File: src/rtl/audio_event_scheduler_if.sv
// Sound-request / tone-output bundle between game logic and the audio event scheduler.
`timescale 1ns/1ps
interface audio_event_scheduler_if;
    logic       startOfFrame;
    logic [5:0] req;
    logic       mute;
    logic [9:0] preScaleValue;
    logic       busy;
    logic [2:0] activeId;
    logic [7:0] dropCount;

    modport master (
        output startOfFrame, req, mute,
        input  preScaleValue, busy, activeId, dropCount
    );

    modport slave (
        input  startOfFrame, req, mute,
        output preScaleValue, busy, activeId, dropCount
    );
endinterface

File: src/rtl/audio_event_scheduler.sv
// Queues one-shot sound requests and plays them one at a time by fixed priority, note then gap.
// Latency: 2 clk from req rise to tone while idle; requests wait in pending, no backpressure.
// Optional AUDIO_PREEMPT_EN: a higher-priority pending request interrupts the current note or gap.
`timescale 1ns/1ps
module audio_event_scheduler #(
    parameter int unsigned NOTE_FRAMES = 10,
    parameter int unsigned GAP_FRAMES  = 2
) (
    input  logic                     clk,
    input  logic                     resetN,
    audio_event_scheduler_if.slave   sched
);
    typedef enum logic [1:0] {IDLE, PLAY, GAP} state_t;

    localparam logic [7:0] NOTE_LD = 8'(NOTE_FRAMES);
    localparam logic [7:0] GAP_LD  = 8'(GAP_FRAMES);

    state_t     state_q, state_d;
    logic [5:0] pending_q, pending_d;
    logic [5:0] req_prev_q;
    logic [7:0] counter_q, counter_d;
    logic [9:0] pre_q, pre_d;
    logic [2:0] active_q, active_d;
    logic [7:0] drop_q, drop_d;

    logic [5:0] req_edge, grant_mask, drops;
    logic       win_vld, preempt, preempt_drop;
    logic [2:0] win_id;
    logic [3:0] drop_inc;
    logic [8:0] drop_sum;

    function automatic logic [9:0] tone(input logic [2:0] id);
        case (id)
            3'd0:    tone = 10'h175;
            3'd1:    tone = 10'h14C;
            3'd2:    tone = 10'h128;
            3'd3:    tone = 10'h0DD;
            3'd4:    tone = 10'h18B;
            3'd5:    tone = 10'h117;
            default: tone = 10'h000;
        endcase
    endfunction

    assign req_edge = sched.req & ~req_prev_q;

    // Lowest priority assigned first so higher ones overwrite: 3 > 5 > 4 > 0 > 1 > 2.
    always_comb begin
        win_id = 3'd7;
        if (pending_q[2]) win_id = 3'd2;
        if (pending_q[1]) win_id = 3'd1;
        if (pending_q[0]) win_id = 3'd0;
        if (pending_q[4]) win_id = 3'd4;
        if (pending_q[5]) win_id = 3'd5;
        if (pending_q[3]) win_id = 3'd3;
    end
    assign win_vld = |pending_q;

`ifdef AUDIO_PREEMPT_EN
    // Rank 0 is "nothing playing", so a gap loses to any pending request.
    function automatic logic [2:0] rank(input logic [2:0] id);
        case (id)
            3'd3:    rank = 3'd6;
            3'd5:    rank = 3'd5;
            3'd4:    rank = 3'd4;
            3'd0:    rank = 3'd3;
            3'd1:    rank = 3'd2;
            3'd2:    rank = 3'd1;
            default: rank = 3'd0;
        endcase
    endfunction
    assign preempt = (state_q != IDLE) && win_vld && (rank(win_id) > rank(active_q));
`else
    assign preempt = 1'b0;
`endif

    always_comb begin
        state_d      = state_q;
        counter_d    = counter_q;
        pre_d        = pre_q;
        active_d     = active_q;
        grant_mask   = '0;
        preempt_drop = 1'b0;
        case (state_q)
            IDLE: begin
                if (win_vld) begin
                    grant_mask = 6'b1 << win_id;
                    state_d    = PLAY;
                    counter_d  = NOTE_LD;
                    active_d   = win_id;
                    pre_d      = tone(win_id);
                end
            end
            default: begin
                if (preempt) begin
                    grant_mask   = 6'b1 << win_id;
                    preempt_drop = (state_q == PLAY);
                    state_d      = PLAY;
                    counter_d    = NOTE_LD;
                    active_d     = win_id;
                    pre_d        = tone(win_id);
                end else if (sched.startOfFrame) begin
                    if (counter_q == 8'd1) begin
                        if (state_q == PLAY) begin
                            pre_d    = '0;
                            active_d = 3'd7;
                            if (GAP_FRAMES > 0) begin
                                state_d   = GAP;
                                counter_d = GAP_LD;
                            end else begin
                                state_d   = IDLE;
                                counter_d = '0;
                            end
                        end else begin
                            state_d   = IDLE;
                            counter_d = '0;
                        end
                    end else begin
                        counter_d = counter_q - 8'd1;
                    end
                end
            end
        endcase
    end

    // An edge on a bit being granted this cycle re-arms it without counting as a drop.
    always_comb begin
        pending_d = (pending_q & ~grant_mask) | req_edge;
        drops     = req_edge & pending_q & ~grant_mask;
        drop_inc  = {3'b000, preempt_drop};
        for (int i = 0; i < 6; i++) drop_inc = drop_inc + {3'b000, drops[i]};
        drop_sum  = {1'b0, drop_q} + {5'b00000, drop_inc};
        drop_d    = drop_sum[8] ? 8'hFF : drop_sum[7:0];
    end

    always_ff @(posedge clk or negedge resetN) begin
        if (!resetN) begin
            state_q    <= IDLE;
            pending_q  <= '0;
            req_prev_q <= '0;
            counter_q  <= '0;
            pre_q      <= '0;
            active_q   <= 3'd7;
            drop_q     <= '0;
        end else begin
            state_q    <= state_d;
            pending_q  <= pending_d;
            req_prev_q <= sched.req;
            counter_q  <= counter_d;
            pre_q      <= pre_d;
            active_q   <= active_d;
            drop_q     <= drop_d;
        end
    end

    assign sched.preScaleValue = sched.mute ? 10'h000 : pre_q;
    assign sched.busy          = (state_q != IDLE);
    assign sched.activeId      = active_q;
    assign sched.dropCount     = drop_q;
endmodule
File: src/flat_wrapper.sv
// flat-port wrapper written by rule: the top's interface ports become plain ports
module audio_event_scheduler_flat 
#(
    parameter int unsigned NOTE_FRAMES = 10,
    parameter int unsigned GAP_FRAMES  = 2
)
  (clk, resetN, sched_startOfFrame, sched_req, sched_mute, sched_preScaleValue, sched_busy, sched_activeId, sched_dropCount);
  audio_event_scheduler_if sched_i ();
  input  logic clk;
  input  logic resetN;
  input wire logic [$bits(sched_i.startOfFrame)-1:0] sched_startOfFrame;
  input wire logic [$bits(sched_i.req)-1:0] sched_req;
  input wire logic [$bits(sched_i.mute)-1:0] sched_mute;
  output wire logic [$bits(sched_i.preScaleValue)-1:0] sched_preScaleValue;
  output wire logic [$bits(sched_i.busy)-1:0] sched_busy;
  output wire logic [$bits(sched_i.activeId)-1:0] sched_activeId;
  output wire logic [$bits(sched_i.dropCount)-1:0] sched_dropCount;
  assign sched_i.startOfFrame = sched_startOfFrame;
  assign sched_i.req = sched_req;
  assign sched_i.mute = sched_mute;
  assign sched_preScaleValue = sched_i.preScaleValue;
  assign sched_busy = sched_i.busy;
  assign sched_activeId = sched_i.activeId;
  assign sched_dropCount = sched_i.dropCount;
  audio_event_scheduler #(.NOTE_FRAMES(NOTE_FRAMES), .GAP_FRAMES(GAP_FRAMES)) u_core (.clk(clk), .resetN(resetN), .sched(sched_i));
endmodule
File: config.mk
export PLATFORM = sky130hd
export DESIGN_NAME = audio_event_scheduler_flat
export DESIGN_NICKNAME = d
export VERILOG_FILES = /design/src/rtl/audio_event_scheduler_if.sv /design/src/rtl/audio_event_scheduler.sv /design/src/flat_wrapper.sv
export SDC_FILE = /design/constraint.sdc
export NUM_CORES = 1
export LEC_CHECK = 0
export CAP_MARGIN = 40
export CORE_MARGIN = 3
export CORE_UTILIZATION = 58
export DETAILED_ROUTE_END_ITERATION = 10
export GPL_ROUTABILITY_DRIVEN = 0
export GPL_TIMING_DRIVEN = 0
export PLACE_DENSITY = 0.83
export SYNTH_ARGS = -nofsm -noshare
export SYNTH_HDL_FRONTEND = slang
export SYNTH_SLANG_ARGS = --single-unit
File: constraint.sdc
create_clock -name clk -period 6.6 [get_ports clk]
set_input_delay 0.99 -clock clk [delete_from_list [all_inputs] [get_ports clk]]
set_output_delay 0.99 -clock clk [all_outputs]
set_load 0.01 [all_outputs]
==> impl_metrics.json, run 1 <==
{
  "status": "finished clean",
  "syn-mean-instance-area_um2": 10.0,
  "clock_sinks": 42,
  "design.die.area_um2": 4560,
  "synth-compound-area-share_pct": 19.0,
  "grt_pass1_vias": 1591,
  "syn_nets": 239,
  "power.density_cell_area_nw_per_um2": 388,
  "yosys.area_share.adder_pct": 7.06,
  "wire_length_of_the_first_global_routing_pass_mm": 7.10,
  "yosys-top-cells-area": "sky130_fd_sc_hd__dfrtp_1, sky130_fd_sc_hd__a21oi_1, sky130_fd_sc_hd__fa_1",
  "first_pass_iters": 4,
  "first_iter_violations": 96,
  "placeableCoreArea_um2": 3490,
  "synth_simple_gate_area_share_pct": 18.4,
  "leakage_nw": 1.19,
  "layout.filler_cells": 246,
  "grt_setup_unrepaired": "no",
  "final.min_clock_period_ns": 4.62,
  "root_buffer": "sky130_fd_sc_hd__clkbuf_8",
  "flow.area_growth_from_synthesis_pct": 21.8,
  "clock_pin_slew_reported_for_the_worst_setup_and_hold_paths_after_clock_tree_synthesis_ns": 0.08,
  "number_of_routed_nets_with_antenna_violations": 0,
  "number_of_buffers_on_the_longest_clock_path": 2,
  "synth_top_cell_by_area": "sky130_fd_sc_hd__dfrtp_1",
  "worst_hold_slack_ns": 0.441,
  "io_buffer_count": 30,
  "final.setup_skew_ns": 0.00756,
  "multi_input_area_um2": 1020,
  "placement_rows": 21,
  "track_usage_pct": 20.8,
  "maxSlewHeadroom_pct": 65.0,
  "maximum_number_of_pins_on_one_net_before_global_route_repair": 30,
  "ctsHtreeMaxLevel": 2,
  "grt_remaining_overflow": 0,
  "final.period_utilization_pct": 70.0,
  "cts_made_buffers": 5,
  "holdBufCountCts": 0,
  "worstPathMaxFanout": 9,
  "timing_worst_setup_path_type": "flop to flop",
  "setup_viol_count_final": 0,
  "critical_path.endpoint_type": "flop",
  "synth-main-ff-cell": "sky130_fd_sc_hd__dfrtp_1",
  "insertion_delay_ns": 0.29,
  "synth_top_cell_area_share_pct": 44.4,
  "sequential_cell_area_um2": 1050,
  "die-width_um": 67.5,
  "finalHoldViolCount": 0,
  "postCtsSetupRepairBufs": 0,
  "hp-class": "flop to flop",
  "tritoncts": "done",
  "count_of_distinct_cell_types_in_the_synthesized_netlist": 48,
  "synth_warnings": 0,
  "post_synth_instance_area_um2": 2200,
  "synthMuxAreaShare_pct": 0,
  "die_height_um": 67.5,
  "fraction_of_the_yosys_area_taken_by_sequential_cells_pct": 48.0,
  "worst_pin_slew_ns": 0.524,
  "postSynthCellCount": 219,
  "fmax_ghz": 0.216,
  "grt_antenna_before_repair": 0,
  "viasPerCell": 5.51,
  "drv_slew": 0,
  "wl_per_cell_um": 13.4,
  "synth-xor-area-share_pct": 1.59,
  "wirelength_mm": 4.07,
  "remaining_drc_errors": 0,
  "design.final.nets": 277,
  "cap_violations": 0,
  "timing.critical_path.arrival_ns": 4.80,
  "synth_edf_count": 0,
  "tns_ns": 0,
  "post_cts.resized_instances": 0,
  "detailroute.via_count": 1674,
  "worstPathRequired_ns": 6.78,
  "number_of_storage_elements_in_the_synthesis_netlist": 42,
  "initial_core_util_pct": 62.9,
  "synth_top_family_by_area": "compound AO/OA/AOI/OAI gates",
  "synthArstFlopShare_pct": 100,
  "max-vdd-ir-drop_mv": 0.239,
  "dp.final_hpwl_mm": 2.99,
  "top_level_pins": 32,
  "drive_above_1_share_pct": 9.30,
  "antenna-diode-count": 0,
  "worstSetupStartpointType": "flop"
}
routing by layer:
metal  global-route usage (%)  part of all wire [%]  up-vias
met5                        0                     0        -
met4                     9.62                   1.8        0
met3                     5.49                   5.6        8
met2                     33.4                    47       52
met1                     26.1                    46      783
li1                         -                     -      831
critical path, stage by stage, from the launching register on:
cell                      delay, ns
sky130_fd_sc_hd__dfrtp_1       0.38
sky130_fd_sc_hd__buf_6         0.13
sky130_fd_sc_hd__or4_4         0.58
sky130_fd_sc_hd__o31ai_1       0.28
sky130_fd_sc_hd__nor2_1        0.09
sky130_fd_sc_hd__ha_1          0.32
sky130_fd_sc_hd__fa_1          0.55
sky130_fd_sc_hd__inv_1         0.06
sky130_fd_sc_hd__fa_1          0.43
sky130_fd_sc_hd__fa_1          0.54
sky130_fd_sc_hd__inv_1         0.06
sky130_fd_sc_hd__ha_1          0.26
sky130_fd_sc_hd__a21o_1        0.17
sky130_fd_sc_hd__a21oi_1       0.29
sky130_fd_sc_hd__and3b_1       0.22
sky130_fd_sc_hd__o32a_1        0.17
flip-flops by register name, summed over array words and instances, names as in the netlist:
signal,cells
u_core.counter_q,8
u_core.pending_q,6
u_core.pre_q,9
u_core.req_prev_q,6
u_core.sched.activeId,3
u_core.sched.dropCount,8
u_core.state_q,2
power by group:
group,total [W],switching (W),internal (W)
sequential,0.000420,0.0000713,0.000348
combinational,0.000422,0.000199,0.000222
clock,0.000198,0.0000848,0.000113
synth_stat cells (3+ instances only):
library cell                count
sky130_fd_sc_hd__dfrtp_1       39
sky130_fd_sc_hd__inv_1         18
sky130_fd_sc_hd__nand2_1       18
sky130_fd_sc_hd__a21oi_1       16
sky130_fd_sc_hd__o21ai_0       15
sky130_fd_sc_hd__nor2_1        12
sky130_fd_sc_hd__nor2b_1       11
sky130_fd_sc_hd__nand2b_1       9
sky130_fd_sc_hd__a21o_1         7
sky130_fd_sc_hd__ha_1           6
sky130_fd_sc_hd__nand3_1        5
sky130_fd_sc_hd__or3_1          5
sky130_fd_sc_hd__fa_1           4
sky130_fd_sc_hd__o2bb2ai_1      4
sky130_fd_sc_hd__a31oi_1        3
sky130_fd_sc_hd__buf_6          3
sky130_fd_sc_hd__dfstp_2        3
sky130_fd_sc_hd__xor2_1         3
cell type report:
cell class / count / area share, %
flip-flops and latches: 42 / 39.4
multi-input cells: 151 / 38.0
repair buffers: 31 / 11.8
clock buffers: 7 / 2.85
inverters: 19 / 2.66
well taps: 46 / 2.15
plain buffers: 7 / 2.06
clock inverters: 1 / 1.12
cells in the final DEF (no fill, tap or decap), types with 4 or more instances in the layout:
| master | synthesis | layout |
|---|---|---|
| sky130_fd_sc_hd__dfrtp_1 | 39 | 39 |
| sky130_fd_sc_hd__nand2b_1 | 9 | 9 |
| sky130_fd_sc_hd__nand3_1 | 5 | 5 |
| sky130_fd_sc_hd__o2bb2ai_1 | 4 | 4 |
| sky130_fd_sc_hd__clkdlybuf4s50_1 | 0 | 29 |
| sky130_fd_sc_hd__a21o_1 | 7 | 7 |
| sky130_fd_sc_hd__inv_1 | 18 | 18 |
| sky130_fd_sc_hd__clkbuf_8 | 0 | 5 |
| sky130_fd_sc_hd__fa_1 | 4 | 4 |
| sky130_fd_sc_hd__a21oi_1 | 16 | 16 |
| sky130_fd_sc_hd__nand2_1 | 18 | 18 |
| sky130_fd_sc_hd__nor2b_1 | 11 | 11 |
| sky130_fd_sc_hd__ha_1 | 6 | 6 |
| sky130_fd_sc_hd__o21ai_0 | 15 | 15 |
| sky130_fd_sc_hd__nor2_1 | 12 | 12 |
| sky130_fd_sc_hd__or3_1 | 5 | 5 |
worst paths after layout:
| kind | from | to | slack, ns | cells after the start |
|---|---|---|---|---|
| worst max register to register | u_core.pending_q[3] | u_core.sched.dropCount[7] | 1.98 | 15 |
| max in group asynchronous | resetN | u_core.sched.activeId[0] | 5.50 | 2 |
| worst min-delay path | u_core.req_prev_q[3] | u_core.pending_q[3] | 0.44 | 1 |
| min in group asynchronous | resetN | u_core.pre_q[6] | 0.58 | 1 |
| worst min register to register | u_core.req_prev_q[3] | u_core.pending_q[3] | 0.44 | 1 |
| worst max-delay path | u_core.pending_q[3] | u_core.sched.dropCount[7] | 1.98 | 15 |
logic make-up (layout without fill, tap and decap cells):
kind of cell / count (synthesis) / after routing
AO/OA/AOI/OAI: 61 / 61
XOR/XNOR: 4 / 4
adder cells (fa/ha/maj): 10 / 10
buffers and inverters: 26 / 65
flip-flops: 42 / 42
other: 1 / 1
AND/OR/NAND/NOR: 75 / 75
stage by stage:
step	std cells	utilization, %	worst slack, ns	instance area [µm²]	total power (W)
final	304	76.6	1.98	2680	0.00104
after global routing	304	76.6	1.72	2680	0.00112
after CTS	304	76.6	1.96	2680	0.00105
after detailed placement	296	73.5	1.79	2570	0.000845
after global placement	295	73.1	1.85	2550	0.000832
after floorplan	219	-	2.24	2200	0.000684
(Power assumes the default switching activity.)
==> run 2, diff against run 1 <==
Settings changed: CORE_UTILIZATION 58 to 49, PLACE_DENSITY 0.83 to 0.75.
Clock period 6.6 ns to 4.1 ns, I/O delays scaled along.
==> run 2 against run 1 <==
Net effect: worst setup slack lost 1.9 ns; critical path depth is 1 lower; first-iteration DRC count is 35% higher; critical endpoint unchanged.
==> impl_metrics.json, run 2 (same netlist as run 1, synthesis figures left out) <==
{
  "dp.final_hpwl_mm": 3.12,
  "tritoncts": "done",
  "detailroute.via_count": 1688,
  "status": "finished clean",
  "first_pass_iters": 4,
  "critical_path.reg2reg.startpoint": "u_core.state_q[1]",
  "maxSlewHeadroom_pct": 63.1,
  "wl_per_cell_um": 13.9,
  "power.density_cell_area_nw_per_um2": 607,
  "flow.area_growth_from_synthesis_pct": 24.4,
  "sequential_cell_area_um2": 1060,
  "worstPathMaxFanout": 4,
  "maximum_number_of_pins_on_one_net_before_global_route_repair": 33,
  "drv_slew": 0,
  "initial_core_util_pct": 52.7,
  "number_of_routed_nets_with_antenna_violations": 0,
  "wire_length_of_the_first_global_routing_pass_mm": 7.80,
  "viasPerCell": 5.41,
  "first_iter_violations": 130,
  "worstRegToRegCells": 14,
  "grt_setup_unrepaired": "yes",
  "design_power_total_w": 0.00166,
  "layout.cells.most_common": "sky130_fd_sc_hd__dfrtp_1",
  "die_height_um": 73.0,
  "timing_worst_setup_path_type": "flop to flop",
  "holdBufCountCts": 0,
  "insertion_delay_ns": 0.28,
  "root_buffer": "sky130_fd_sc_hd__clkbuf_8",
  "grt_pass1_vias": 1732,
  "design.die.area_um2": 5320,
  "track_usage_pct": 18.7,
  "worstPathRequired_ns": 4.27,
  "grt_antenna_before_repair": 0,
  "wirelength_mm": 4.32,
  "tns_ns": 0,
  "largest-register": "u_core.pre_q",
  "clock_pin_slew_reported_for_the_worst_setup_and_hold_paths_after_clock_tree_synthesis_ns": 0.07,
  "top_level_pins": 32,
  "placement_rows": 23,
  "drive_above_1_share_pct": 14.1,
  "final.period_utilization_pct": 99.1,
  "setup_viol_count_final": 0,
  "cts_made_buffers": 5,
  "critical_path.endpoint_type": "flop",
  "leakage_nw": 1.20,
  "final.min_clock_period_ns": 4.06,
  "remaining_drc_errors": 0,
  "grt_remaining_overflow": 0,
  "clock_sinks": 42,
  "antenna-diode-count": 0,
  "layout.filler_cells": 350,
  "worstSetupStartpointType": "flop",
  "largest_reg_flops": 9,
  "cap_violations": 0,
  "r2r_end": "u_core.sched.dropCount[7]",
  "design.final.nets": 281,
  "final.setup_skew_ns": 0.00238,
  "die-width_um": 73.0,
  "finalHoldViolCount": 0,
  "timing.critical_path.arrival_ns": 4.23,
  "ctsHtreeMaxLevel": 2,
  "io_buffer_count": 30,
  "placeableCoreArea_um2": 4170,
  "final_cell_mix": "sky130_fd_sc_hd__dfrtp_1, sky130_fd_sc_hd__clkdlybuf4s50_1, sky130_fd_sc_hd__nand2_1, sky130_fd_sc_hd__inv_1, sky130_fd_sc_hd__a21oi_1",
  "multi_input_area_um2": 1070,
  "worst_pin_slew_ns": 0.552,
  "number_of_buffers_on_the_longest_clock_path": 2,
  "fmax_ghz": 0.246,
  "max-vdd-ir-drop_mv": 0.372,
  "hp-class": "input port to asynchronous set/reset pin",
  "setup.reg_to_reg.worst_slack_ns": 0.04
}
[run 2: cell types whose count changed in the layout (fill, tap and decap cells not counted), moves of 2 or more]
cell,change
sky130_fd_sc_hd__buf_4,+7
sky130_fd_sc_hd__buf_6,-2
sky130_fd_sc_hd__dfrtp_1,-2
sky130_fd_sc_hd__dfrtp_2,+2
sky130_fd_sc_hd__fa_1,-2
sky130_fd_sc_hd__fa_2,+2
sky130_fd_sc_hd__o21ai_0,-2
sky130_fd_sc_hd__o21ai_2,+2
[run 2: how the worst max path moves through the flow]
stage                             start                         to  slack, ns  cells past startpoint
global route        u_core.pending_q[5]  u_core.sched.dropCount[7]      -0.15                     14
detailed placement  u_core.pending_q[5]  u_core.sched.dropCount[7]      -0.30                     15
floorplan             u_core.state_q[1]  u_core.sched.dropCount[7]      -0.11                     15
finish                u_core.state_q[1]  u_core.sched.dropCount[7]       0.04                     14
global placement    u_core.pending_q[5]  u_core.sched.dropCount[7]      -0.25                     15
CTS                 u_core.pending_q[3]  u_core.sched.dropCount[7]      -0.06                     15
[run 2: metrics by stage]
step	worst slack [ns]	instances	cell area (µm²)	utilization [%]	hold slack [ns]
after floorplan	-0.110	219	2220	-	0.319
after global placement	-0.253	299	2580	61.8	0.421
after detailed placement	-0.303	300	2590	62.2	0.433
after CTS	-0.0647	311	2700	64.8	0.193
after global routing	-0.153	312	2730	65.5	0.206
final	0.0389	312	2730	65.5	0.196
[run 2: repair_timing]
item	CTS	global route
cloned	0	0
endpoints found under the hold margin	0	0
setup endpoints to repair	8	8
pin swaps	9	5
gates resized for setup	5	6
buffers inserted	5	2
[run 2: per-layer routing]
metal	vias to the layer above	global-route usage (%)	part of all wire, %
met5	-	0	0
met4	0	5.53	0.62
met2	41	30.8	48
met3	2	4.41	4.8
met1	808	24.6	46
li1	837	-	-
[run 2: power by group]
part           leakage [nW]  switching [W]  internal, W
clock network        0.0395       0.000131     0.000121
logic                 0.682       0.000339     0.000385
registers             0.482       0.000119     0.000562
total                  1.20       0.000589      0.00107
[run 2: final cells by class]
cell class              count  area share, %
flip-flops and latches     42           38.7
plain buffers               4           1.01
well taps                  50           2.29
multi-input cells         151           39.0
clock buffers               8           2.93
inverters                  19           2.61
repair buffers             38           13.5
[run 2: critical path, stage by stage (launching register included)]
cell	delay [ns]
sky130_fd_sc_hd__dfrtp_2	0.40
sky130_fd_sc_hd__or4_4	0.58
sky130_fd_sc_hd__o31ai_4	0.20
sky130_fd_sc_hd__nor2_1	0.07
sky130_fd_sc_hd__ha_1	0.29
sky130_fd_sc_hd__fa_1	0.51
sky130_fd_sc_hd__inv_1	0.05
sky130_fd_sc_hd__fa_2	0.33
sky130_fd_sc_hd__fa_1	0.51
sky130_fd_sc_hd__inv_1	0.05
sky130_fd_sc_hd__ha_1	0.26
sky130_fd_sc_hd__a21o_1	0.19
sky130_fd_sc_hd__a21oi_4	0.16
sky130_fd_sc_hd__and3b_1	0.20
sky130_fd_sc_hd__o32a_1	0.16
